`src/rtl/branch_resolve_unit_pkg.sv`:
```
`default_nettype none
// ============================================================================
// Package : bru_pkg
// Brief   : Shared types for the branch resolve unit and the fetch-side
//           predictor table. Holds the 2-bit counter encodings, the
//           redirect FSM states and the per-stage prediction metadata.
// Rev     : 1.0  initial release
// ============================================================================
package bru_pkg;

  localparam int BRU_XLEN = 32;

  // 2-bit saturating counter encodings
  localparam logic [1:0] CNT_SNT = 2'd0;  // strongly not taken
  localparam logic [1:0] CNT_WNT = 2'd1;  // weakly not taken
  localparam logic [1:0] CNT_WT  = 2'd2;  // weakly taken
  localparam logic [1:0] CNT_ST  = 2'd3;  // strongly taken

  typedef enum logic [0:0] {
    ST_IDLE     = 1'b0,
    ST_REDIRECT = 1'b1
  } bru_state_e;

  // Prediction metadata carried alongside each instruction
  typedef struct packed {
    logic                valid;
    logic [BRU_XLEN-1:0] pc;
    logic [BRU_XLEN-1:0] pred_pc;
  } bru_meta_t;

endpackage
`default_nettype wire

```
`src/rtl/branch_resolve_unit_if.sv`:
```
`default_nettype none
// ============================================================================
// Interface : branch_resolve_unit_if
// Brief     : Fetch/EX-side signal bundle of the branch resolve unit.
//             slave  = the resolve unit, master = the surrounding pipeline.
// Rev       : 1.0  initial release
// ============================================================================
interface branch_resolve_unit_if #(
  parameter int XLEN  = 32,
  parameter int CNT_W = 32
) ();

  // IF / ID side
  logic             if_valid;
  logic [XLEN-1:0]  if_pc;
  logic [XLEN-1:0]  if_pred_pc;
  logic             id_stall;

  // EX resolution
  logic             ex_is_jb;
  logic             ex_taken;
  logic [XLEN-1:0]  ex_target;
  logic [1:0]       ex_counter;

  // Redirect / squash
  logic             redirect;
  logic [XLEN-1:0]  redirect_pc;
  logic             flush_ifid;
  logic             flush_idex;
  logic             ex_kill;

  // Predictor table update
  logic             upd_en;
  logic [XLEN-1:0]  upd_pc;
  logic [XLEN-1:0]  upd_target;
  logic [1:0]       upd_counter;

  // Performance counters
  logic [CNT_W-1:0] perf_branches;
  logic [CNT_W-1:0] perf_mispredicts;

  modport slave (
    input  if_valid, if_pc, if_pred_pc, id_stall,
    input  ex_is_jb, ex_taken, ex_target, ex_counter,
    output redirect, redirect_pc, flush_ifid, flush_idex, ex_kill,
    output upd_en, upd_pc, upd_target, upd_counter,
    output perf_branches, perf_mispredicts
  );

  modport master (
    output if_valid, if_pc, if_pred_pc, id_stall,
    output ex_is_jb, ex_taken, ex_target, ex_counter,
    input  redirect, redirect_pc, flush_ifid, flush_idex, ex_kill,
    input  upd_en, upd_pc, upd_target, upd_counter,
    input  perf_branches, perf_mispredicts
  );

endinterface
`default_nettype wire

```
`src/rtl/branch_resolve_unit_sat_counter2.sv`:
```
`default_nettype none
// ============================================================================
// Module : sat_counter2
// Brief  : Combinational 2-bit saturating increment/decrement. Shared by
//          the resolve unit and the fetch-side predictor table.
// Rev    : 1.0  initial release
// ============================================================================
module sat_counter2
  import bru_pkg::*;
(
  input  logic [1:0] cnt_i,
  input  logic       taken_i,
  output logic [1:0] cnt_o
);

  // Step toward taken/not-taken, holding at the ends of the range
  always_comb begin
    cnt_o = cnt_i;
    if (taken_i) begin
      if (cnt_i != CNT_ST) cnt_o = cnt_i + 2'd1;
    end else begin
      if (cnt_i != CNT_SNT) cnt_o = cnt_i - 2'd1;
    end
  end

endmodule
`default_nettype wire

```
`src/rtl/branch_resolve_unit.sv`:
```
`default_nettype none
// ============================================================================
// Module : branch_resolve_unit
// Brief  : Carries predicted next-PC through IF/ID and ID/EX, checks it in
//          EX, issues a one-cycle registered redirect + squash on mispredict
//          and produces the predictor table update one cycle after resolve.
//          Optional macro BRU_PERF_CNT_EN adds branch/mispredict counters.
// Rev    : 1.0  initial release
// ============================================================================
module branch_resolve_unit
  import bru_pkg::*;
#(
  parameter int XLEN  = BRU_XLEN,  // must match BRU_XLEN (metadata struct width)
  parameter int CNT_W = 32
) (
  input  logic                  clk,
  input  logic                  reset,
  branch_resolve_unit_if.slave  bus
);

  bru_meta_t        ifid_q, ifid_d;
  bru_meta_t        idex_q, idex_d;
  bru_state_e       state_q;

  logic             redirect_q;
  logic             flush_ifid_q;
  logic             flush_idex_q;
  logic             ex_kill_q;
  logic [XLEN-1:0]  redirect_pc_q;

  logic             upd_en_q;
  logic [XLEN-1:0]  upd_pc_q;
  logic [XLEN-1:0]  upd_target_q;
  logic [1:0]       upd_counter_q;

  logic             ex_live;
  logic             ex_upd;
  logic [XLEN-1:0]  pc_plus4;
  logic [XLEN-1:0]  actual_pc;
  logic             mispredict;
  logic [1:0]       cnt_next;

  // Resolution: a killed EX slot never resolves anything
  assign ex_live    = idex_q.valid & ~ex_kill_q;
  assign ex_upd     = ex_live & bus.ex_is_jb;
  assign pc_plus4   = idex_q.pc + XLEN'(4);
  assign actual_pc  = (bus.ex_is_jb & bus.ex_taken) ? bus.ex_target : pc_plus4;
  // Also catches non-jb instructions that hit a stale table entry
  assign mispredict = ex_live & (actual_pc != idex_q.pred_pc);

  sat_counter2 u_sat_counter2 (
    .cnt_i   (bus.ex_counter),
    .taken_i (bus.ex_taken),
    .cnt_o   (cnt_next)
  );

  // Next metadata: flush clears both stages and takes priority over a stall
  always_comb begin
    ifid_d = ifid_q;
    idex_d = idex_q;
    if (flush_ifid_q) begin
      ifid_d.valid = 1'b0;
      idex_d.valid = 1'b0;
    end else if (bus.id_stall) begin
      idex_d.valid = 1'b0;
    end else begin
      ifid_d.valid   = bus.if_valid;
      ifid_d.pc      = bus.if_pc;
      ifid_d.pred_pc = bus.if_pred_pc;
      idex_d         = ifid_q;
    end
  end

  // IF/ID and ID/EX metadata registers
  always_ff @(posedge clk) begin
    if (reset) begin
      ifid_q <= '0;
      idex_q <= '0;
    end else begin
      ifid_q <= ifid_d;
      idex_q <= idex_d;
    end
  end

  // Redirect FSM; squash flags are registered and live only in REDIRECT
  always_ff @(posedge clk) begin
    if (reset) begin
      state_q       <= ST_IDLE;
      redirect_q    <= 1'b0;
      flush_ifid_q  <= 1'b0;
      flush_idex_q  <= 1'b0;
      ex_kill_q     <= 1'b0;
      redirect_pc_q <= '0;
    end else begin
      redirect_q   <= 1'b0;
      flush_ifid_q <= 1'b0;
      flush_idex_q <= 1'b0;
      ex_kill_q    <= 1'b0;
      case (state_q)
        ST_IDLE: begin
          if (mispredict) begin
            state_q       <= ST_REDIRECT;
            redirect_q    <= 1'b1;
            flush_ifid_q  <= 1'b1;
            flush_idex_q  <= 1'b1;
            ex_kill_q     <= 1'b1;
            redirect_pc_q <= actual_pc;
          end
        end
        ST_REDIRECT: state_q <= ST_IDLE;
        default:     state_q <= ST_IDLE;
      endcase
    end
  end

  // Table update, written one cycle after every correct-path jump/branch
  always_ff @(posedge clk) begin
    if (reset) begin
      upd_en_q      <= 1'b0;
      upd_pc_q      <= '0;
      upd_target_q  <= '0;
      upd_counter_q <= CNT_SNT;
    end else begin
      upd_en_q <= ex_upd;
      if (ex_upd) begin
        upd_pc_q      <= idex_q.pc;
        upd_target_q  <= bus.ex_target;
        upd_counter_q <= cnt_next;
      end
    end
  end

`ifdef BRU_PERF_CNT_EN
  logic [CNT_W-1:0] perf_br_q;
  logic [CNT_W-1:0] perf_mp_q;

  // Free-running event counters, wrapping naturally
  always_ff @(posedge clk) begin
    if (reset) begin
      perf_br_q <= '0;
      perf_mp_q <= '0;
    end else begin
      if (ex_upd)                           perf_br_q <= perf_br_q + CNT_W'(1);
      if (mispredict && state_q == ST_IDLE) perf_mp_q <= perf_mp_q + CNT_W'(1);
    end
  end

  assign bus.perf_branches    = perf_br_q;
  assign bus.perf_mispredicts = perf_mp_q;
`else
  assign bus.perf_branches    = {CNT_W{1'b0}};
  assign bus.perf_mispredicts = {CNT_W{1'b0}};
`endif

  assign bus.redirect    = redirect_q;
  assign bus.redirect_pc = redirect_pc_q;
  assign bus.flush_ifid  = flush_ifid_q;
  assign bus.flush_idex  = flush_idex_q;
  assign bus.ex_kill     = ex_kill_q;
  assign bus.upd_en      = upd_en_q;
  assign bus.upd_pc      = upd_pc_q;
  assign bus.upd_target  = upd_target_q;
  assign bus.upd_counter = upd_counter_q;

endmodule
`default_nettype wire

```
`src/flat_wrapper.sv`:
```
// flat-port wrapper written by rule: the top's interface ports become plain ports
module branch_resolve_unit_flat import bru_pkg::*;
#(
  parameter int XLEN  = BRU_XLEN,                                                
  parameter int CNT_W = 32
)
  (clk, reset, bus_if_valid, bus_if_pc, bus_if_pred_pc, bus_id_stall, bus_ex_is_jb, bus_ex_taken, bus_ex_target, bus_ex_counter, bus_redirect, bus_redirect_pc, bus_flush_ifid, bus_flush_idex, bus_ex_kill, bus_upd_en, bus_upd_pc, bus_upd_target, bus_upd_counter, bus_perf_branches, bus_perf_mispredicts);
  branch_resolve_unit_if #(.XLEN(XLEN), .CNT_W(CNT_W)) bus_i ();
  input  logic clk;
  input  logic reset;
  input wire logic [$bits(bus_i.if_valid)-1:0] bus_if_valid;
  input wire logic [$bits(bus_i.if_pc)-1:0] bus_if_pc;
  input wire logic [$bits(bus_i.if_pred_pc)-1:0] bus_if_pred_pc;
  input wire logic [$bits(bus_i.id_stall)-1:0] bus_id_stall;
  input wire logic [$bits(bus_i.ex_is_jb)-1:0] bus_ex_is_jb;
  input wire logic [$bits(bus_i.ex_taken)-1:0] bus_ex_taken;
  input wire logic [$bits(bus_i.ex_target)-1:0] bus_ex_target;
  input wire logic [$bits(bus_i.ex_counter)-1:0] bus_ex_counter;
  output wire logic [$bits(bus_i.redirect)-1:0] bus_redirect;
  output wire logic [$bits(bus_i.redirect_pc)-1:0] bus_redirect_pc;
  output wire logic [$bits(bus_i.flush_ifid)-1:0] bus_flush_ifid;
  output wire logic [$bits(bus_i.flush_idex)-1:0] bus_flush_idex;
  output wire logic [$bits(bus_i.ex_kill)-1:0] bus_ex_kill;
  output wire logic [$bits(bus_i.upd_en)-1:0] bus_upd_en;
  output wire logic [$bits(bus_i.upd_pc)-1:0] bus_upd_pc;
  output wire logic [$bits(bus_i.upd_target)-1:0] bus_upd_target;
  output wire logic [$bits(bus_i.upd_counter)-1:0] bus_upd_counter;
  output wire logic [$bits(bus_i.perf_branches)-1:0] bus_perf_branches;
  output wire logic [$bits(bus_i.perf_mispredicts)-1:0] bus_perf_mispredicts;
  assign bus_i.if_valid = bus_if_valid;
  assign bus_i.if_pc = bus_if_pc;
  assign bus_i.if_pred_pc = bus_if_pred_pc;
  assign bus_i.id_stall = bus_id_stall;
  assign bus_i.ex_is_jb = bus_ex_is_jb;
  assign bus_i.ex_taken = bus_ex_taken;
  assign bus_i.ex_target = bus_ex_target;
  assign bus_i.ex_counter = bus_ex_counter;
  assign bus_redirect = bus_i.redirect;
  assign bus_redirect_pc = bus_i.redirect_pc;
  assign bus_flush_ifid = bus_i.flush_ifid;
  assign bus_flush_idex = bus_i.flush_idex;
  assign bus_ex_kill = bus_i.ex_kill;
  assign bus_upd_en = bus_i.upd_en;
  assign bus_upd_pc = bus_i.upd_pc;
  assign bus_upd_target = bus_i.upd_target;
  assign bus_upd_counter = bus_i.upd_counter;
  assign bus_perf_branches = bus_i.perf_branches;
  assign bus_perf_mispredicts = bus_i.perf_mispredicts;
  branch_resolve_unit #(.XLEN(XLEN), .CNT_W(CNT_W)) u_core (.clk(clk), .reset(reset), .bus(bus_i));
endmodule
```
`config.mk`:
```
export PLATFORM = sky130hd
export DESIGN_NAME = branch_resolve_unit_flat
export DESIGN_NICKNAME = d
export VERILOG_FILES = /design/src/rtl/branch_resolve_unit_pkg.sv /design/src/rtl/branch_resolve_unit_if.sv /design/src/rtl/branch_resolve_unit_sat_counter2.sv /design/src/rtl/branch_resolve_unit.sv /design/src/flat_wrapper.sv
export SDC_FILE = /design/constraint.sdc
export NUM_CORES = 1
export LEC_CHECK = 0
export BUFFER_PORTS_ARGS = -buffer_cell sky130_fd_sc_hd__buf_4
export CORE_MARGIN = 3
export CORE_UTILIZATION = 50
export DETAILED_ROUTE_END_ITERATION = 10
export GPL_TIMING_DRIVEN = 0
export PLACE_DENSITY = 0.79
export SLEW_MARGIN = 5
export SYNTH_ARGS = -nofsm -noshare
export SYNTH_HDL_FRONTEND = slang
export SYNTH_SLANG_ARGS = --single-unit
```
`constraint.sdc`:
```
create_clock -name clk -period 7.8 [get_ports clk]
set_clock_uncertainty 0.15 [all_clocks]
set_input_delay 0.78 -clock clk [delete_from_list [all_inputs] [get_ports clk]]
set_output_delay 0.78 -clock clk [all_outputs]
set_load 0.02 [all_outputs]
```
# Word level (Yosys, flattened, before mapping)
# Cells that the tools add are included.
# word_totals
input_bits,104
output_inout_bits,167
reg_bits,231
word_cells,37
# op_classes
mux,6
n_bitwise,7
n_eq_ne,2
reduce_logical,6
add_sub_neg,3
# ops
op,n
"adder 32 x 3 -> 32 bit, second input constant",1
2-to-1 mux 32 bit,1
!= test 32 bit,1
2-to-1 mux 2 bit,3
AND 1 bit,4
AND reduction 2 bit,2
OR reduction 2 bit,2
inverter 1 bit,3
OR reduction 3 bit,1
"adder 2 x 1 -> 2 bit, second input constant",1
"!= test 2 bit, second input constant",1
one-hot mux 1 bit (2 select lines),1
nonzero test 2 bit,1
"subtractor 2 x 1 -> 2 bit, second input constant",1
2-to-1 mux 1 bit,1

# Depth between registers and ports, before layout
# logic_depth
ltp_word,6
ltp_mapped,13
mapped_depth_nobuf,10

# By module
# A second synthesis with hierarchy kept.
# unflattened
hier_cells,1436
area_unflattened_um2,10711.5
# by_module_without_submodules
mod,seq_area_each_um2,instances,area_per_inst_um2,cells_each
branch_resolve_unit,4604.4,1,10685.2,1433
sat_counter2,0.0,1,26.3,3

# Worst setup path before layout
# OpenSTA, ideal clock, no wires.
# synth_timing
path_type,input port to flip-flop
start,in bus_ex_taken
end,"reg u_core.redirect_pc_q[4], in the netlist u_core.bus.redirect_pc[4]"
n_path_buf,3
setup_slack_ps,4715
required_ps,7535
arrival_ps,2820
setup_ps,115
stages,11
cell_sequence,and2_1 clkbuf_1 buf_1 nor2_1 a221oi_2 o2111ai_1 a2111oi_4 and4_4 buf_6 nor3_1 o21ba_1
# synth_between
elab_chain_cells,5
# synth_lines
element,line,rtl
"start, declared",flat_wrapper.sv:16,input wire logic [$bits(bus_i.ex_taken)-1:0] bus_ex_taken;
AND 1 bit *,branch_resolve_unit.sv:47,assign actual_pc = (bus.ex_is_jb & bus.ex_taken) ? bus.ex_target : pc_plus4;
2-to-1 mux 32 bit *,branch_resolve_unit.sv:47,
!= test 32 bit,branch_resolve_unit.sv:49,assign mispredict = ex_live & (actual_pc != idex_q.pred_pc);
AND 1 bit,branch_resolve_unit.sv:49,
AND reduction 2 bit (no line),n/a,
"end signal, assigned",branch_resolve_unit.sv:107,redirect_pc_q <= actual_pc;
"end, declared",branch_resolve_unit.sv:29,logic [XLEN-1:0] redirect_pc_q;
# Every way passes the cells marked *; elsewhere a longest branch is shown, timed or not.
# A chain may end at the register's enable or synchronous reset.

# Final worst setup path
# layout_timing
start,reg u_core.idex_q[34] in the netlist's numbering
end,"reg u_core.redirect_pc_q[2], in the netlist u_core.bus.redirect_pc[2]"
# layout_between
elab_chain_cells,5
# layout_lines
element,line,rtl
"start, declared",branch_resolve_unit.sv:22,"bru_meta_t idex_q, idex_d;"
"start signal, assigned",branch_resolve_unit.sv:81,idex_q <= idex_d;
adder 32 x 3 -> 32 bit *,branch_resolve_unit.sv:46,assign pc_plus4 = idex_q.pc + XLEN'(4);
2-to-1 mux 32 bit *,branch_resolve_unit.sv:47,
!= test 32 bit,branch_resolve_unit.sv:49,
AND 1 bit,branch_resolve_unit.sv:49,
AND reduction 2 bit (no line),n/a,
# Marks and branches as above.

==> results_dict.tcl <==
set metrics [dict create \
    synth_area_um2 11000 \
    clk_path_buf_depth 3 \
    post_cts_buffers 0 \
    die_w_um 154 \
    gp_congestion 0.987 \
    synth_area_per_cell_um2 7.66 \
    final_cell_mix "nand2_1, buf_4, a21oi_1" \
    hold_buffers 0 \
    wl_um 38800 \
    finalMaxSlewViolations 0 \
    synth_warnings 0 \
    antenna_found_initial 0 \
    power_frac_comb_pct 11.9 \
    synth_top_area_share_pct 42.0 \
    drive_gt1_share_pct 20.9 \
    synthArstFlopShare_pct 0 \
    numCtsBuffers 23 \
    yosys.area.top_type "dfxtp_1" \
    track_usage_pct 31.3 \
    die-area_um2 23700 \
    pin_count 271 \
    ir_drop_mv 0.147 \
    syn_to_final_growth_pct 26.4 \
    drc 0 \
    required_ns 8.03 \
    antennaDiodeCount 0 \
    crit_path_end_kind "flop" \
    wl_per_cell_um 19.3 \
    grt_pass1_vias 10500 \
    clkLatencyLatePin_ns 0.52 \
    drv_cap 0 \
    tightest_slew_ns 1.27 \
    arrival_ns 4.27 \
    ys_types 72 \
    start_util_pct 51.5 \
    final_util_pct 65.1 \
    hold_viol_final 0 \
    synth_area_leaders "dfxtp_1, nand2_1, a21oi_1" \
    ys_ff_latch 230 \
    min_path_type "flop to flop" \
    fp-row-count 53 \
    drtPass1Iterations 6 \
    grt_remaining_overflow 0 \
    power_frac_clock_pct 41.9 \
    fin_cells 2014 \
    synth_edf_count 0 \
    fp.dieH_um 154 \
    nets 1828 \
    cts_tree "built" \
    internal-power_mw 2.00 \
    grt_pass1_wl_um 59000 \
    power_leakage_nw 5.57 \
    synth_flop_cell "dfxtp_1" \
    p_per_area_nw_per_um2 194 \
    final_common_cell "nand2_1" \
    rsz0062_at_grt "false" \
    num_vias 11000 \
    core_area_um2 21300 \
    sequentialPowerShare_pct 46.1 \
    port-buffer-count 205 \
    dp.cells 1973 \
    finalCritPeriodShare_pct 51.8 \
    htreeDepth 1 \
    swShare_pct 25.6 \
    fin_crit_ns 4.04 \
    drt_iter0_drc 948 \
    outcome "finished, final reports clean" \
    seq_area_frac_synth_pct 42.0 \
    synthCells 1430 \
    critical_path_class "flop to flop" \
    grt_max_degree 15 \
    fmax_mhz 247 \
    clock_sinks 230 \
    cts_resized 0 \
    crit_path_max_fanout 10 \
    cp-start-kind "flop" \
    finalSetupViolations 0 \
    clk_pin_slew_ns 0.06 \
    hpwl_um 30600 \
    drtAntennaViolNets 0 \
    root_buffer "clkbuf_16" \
    fin_tns_setup_ns 0 \
    slew-limit-headroom_pct 13.1 \
    via_per_inst 5.46 \
    p_sw_mw 0.686 \
]
power by group through the flow:
stage	Combinational (mW)	Clock, mW	Sequential (mW)
after floorplan	0.196	0	1.26
after global placement	0.310	0	1.26
after detailed placement	0.313	0	1.26
after CTS	0.315	1.14	1.24
after global routing	0.347	1.18	1.24
final	0.320	1.13	1.24
final timing paths:
kind,from,slack [ns],end,cells after the start
setup / recovery,u_core.idex_q[34]$_SDFFE_PP0P_,3.76,u_core.bus.redirect_pc[2]$_SDFFE_PP0P_,12
hold / removal,u_core.ifid_q[15]$_SDFFE_PP0P_,0.30,u_core.idex_q[15]$_SDFFE_PP0P_,2
setup reg to reg,u_core.idex_q[34]$_SDFFE_PP0P_,3.76,u_core.bus.redirect_pc[2]$_SDFFE_PP0P_,12
hold reg to reg,u_core.ifid_q[15]$_SDFFE_PP0P_,0.30,u_core.idex_q[15]$_SDFFE_PP0P_,2
stage by stage:
stage                     power, mW  worst slack, ns  area [um2]  hold slack, ns
after floorplan                1.45             4.71       11200           0.282
after global placement         1.57             3.73       13100           0.292
after detailed placement       1.58             3.74       13100           0.297
after CTS                      2.69             3.86       13900           0.305
after global routing           2.77             3.61       13900           0.325
final                          2.68             3.76       13900           0.304
per-layer routing:
metal / part of all wire [%] / track usage, % / vias to the layer above
met5: 0 / 0 / -
met4: 4.9 / 12.9 / 0
met3: 7.9 / 4.70 / 105
met2: 47 / 52.0 / 490
met1: 41 / 40.7 / 5092
li1: - / - / 5308
registers in the layout, indices dropped and copies added, names as in the netlist:
signal                  flops
u_core.idex_q              65
u_core.ifid_q              65
u_core.bus.redirect_pc     32
u_core.bus.upd_pc          32
u_core.bus.upd_target      32
u_core.bus.upd_counter      2
u_core.bus.redirect         1
u_core.bus.upd_en           1
cells by family (layout without fill, tap and decap cells):
| kind of cell | count (synthesis) | count (layout) | share of synthesized area [%] |
|---|---|---|---|
| buffers and inverters | 208 | 454 | 10.1 |
| xor gates and xnor gates | 48 | 48 | 4.21 |
| DFF | 230 | 230 | 42.0 |
| and+or+nand+nor | 576 | 576 | 23.3 |
| adders and majority gates | 1 | 1 | 0.114 |
| muxes | 10 | 10 | 0.948 |
| AOI/OAI and AO/OA | 356 | 356 | 19.2 |
| other | 1 | 64 | 0.0342 |
Yosys cell counts, types with 3 or more instances:
master	n
a2111oi_0	4
a211o_1	4
a211oi_1	4
a21oi_1	234
a311oi_2	3
a31o_2	3
a31oi_1	3
and2_1	4
and3_1	8
buf_1	12
buf_2	14
buf_4	71
buf_6	5
clkbuf_1	84
dfxtp_1	230
inv_1	20
mux2_2	3
mux2i_1	7
nand2_1	426
nand3_1	27
nand4_1	12
nor2_1	26
nor2b_1	13
nor3_1	17
nor3b_1	3
nor4_1	12
nor4_2	4
nor4_4	3
o2111ai_1	20
o211ai_1	4
o21ai_0	21
o21ai_1	20
o22ai_1	6
or3_1	4
or4_1	3
xnor2_1	27
xnor3_1	3
xor2_1	18
area by class of cell:
cell class,instances,area (um2)
inverters,20,75.1
clock inverters,11,115
multi-input cells,1055,5480
plain buffers,188,1030
well taps,275,344
flip-flops and latches,230,4600
repair buffers,205,1540
fillers,1922,7430
clock buffers,30,662
critical path, stage by stage (launching register included):
cell and delay, ns:
dfxtp_1 0.35, clkbuf_1 0.41, nand2_1 0.26, nor4_4 0.49, buf_6 0.24, xnor2_1 0.19
a221oi_2 0.42, o2111ai_1 0.26, a2111oi_4 0.31, nand4_2 0.26, clkbuf_1 0.28, nand3_1 0.20
a21oi_1 0.08
Power figures use the tool's default switching activity.
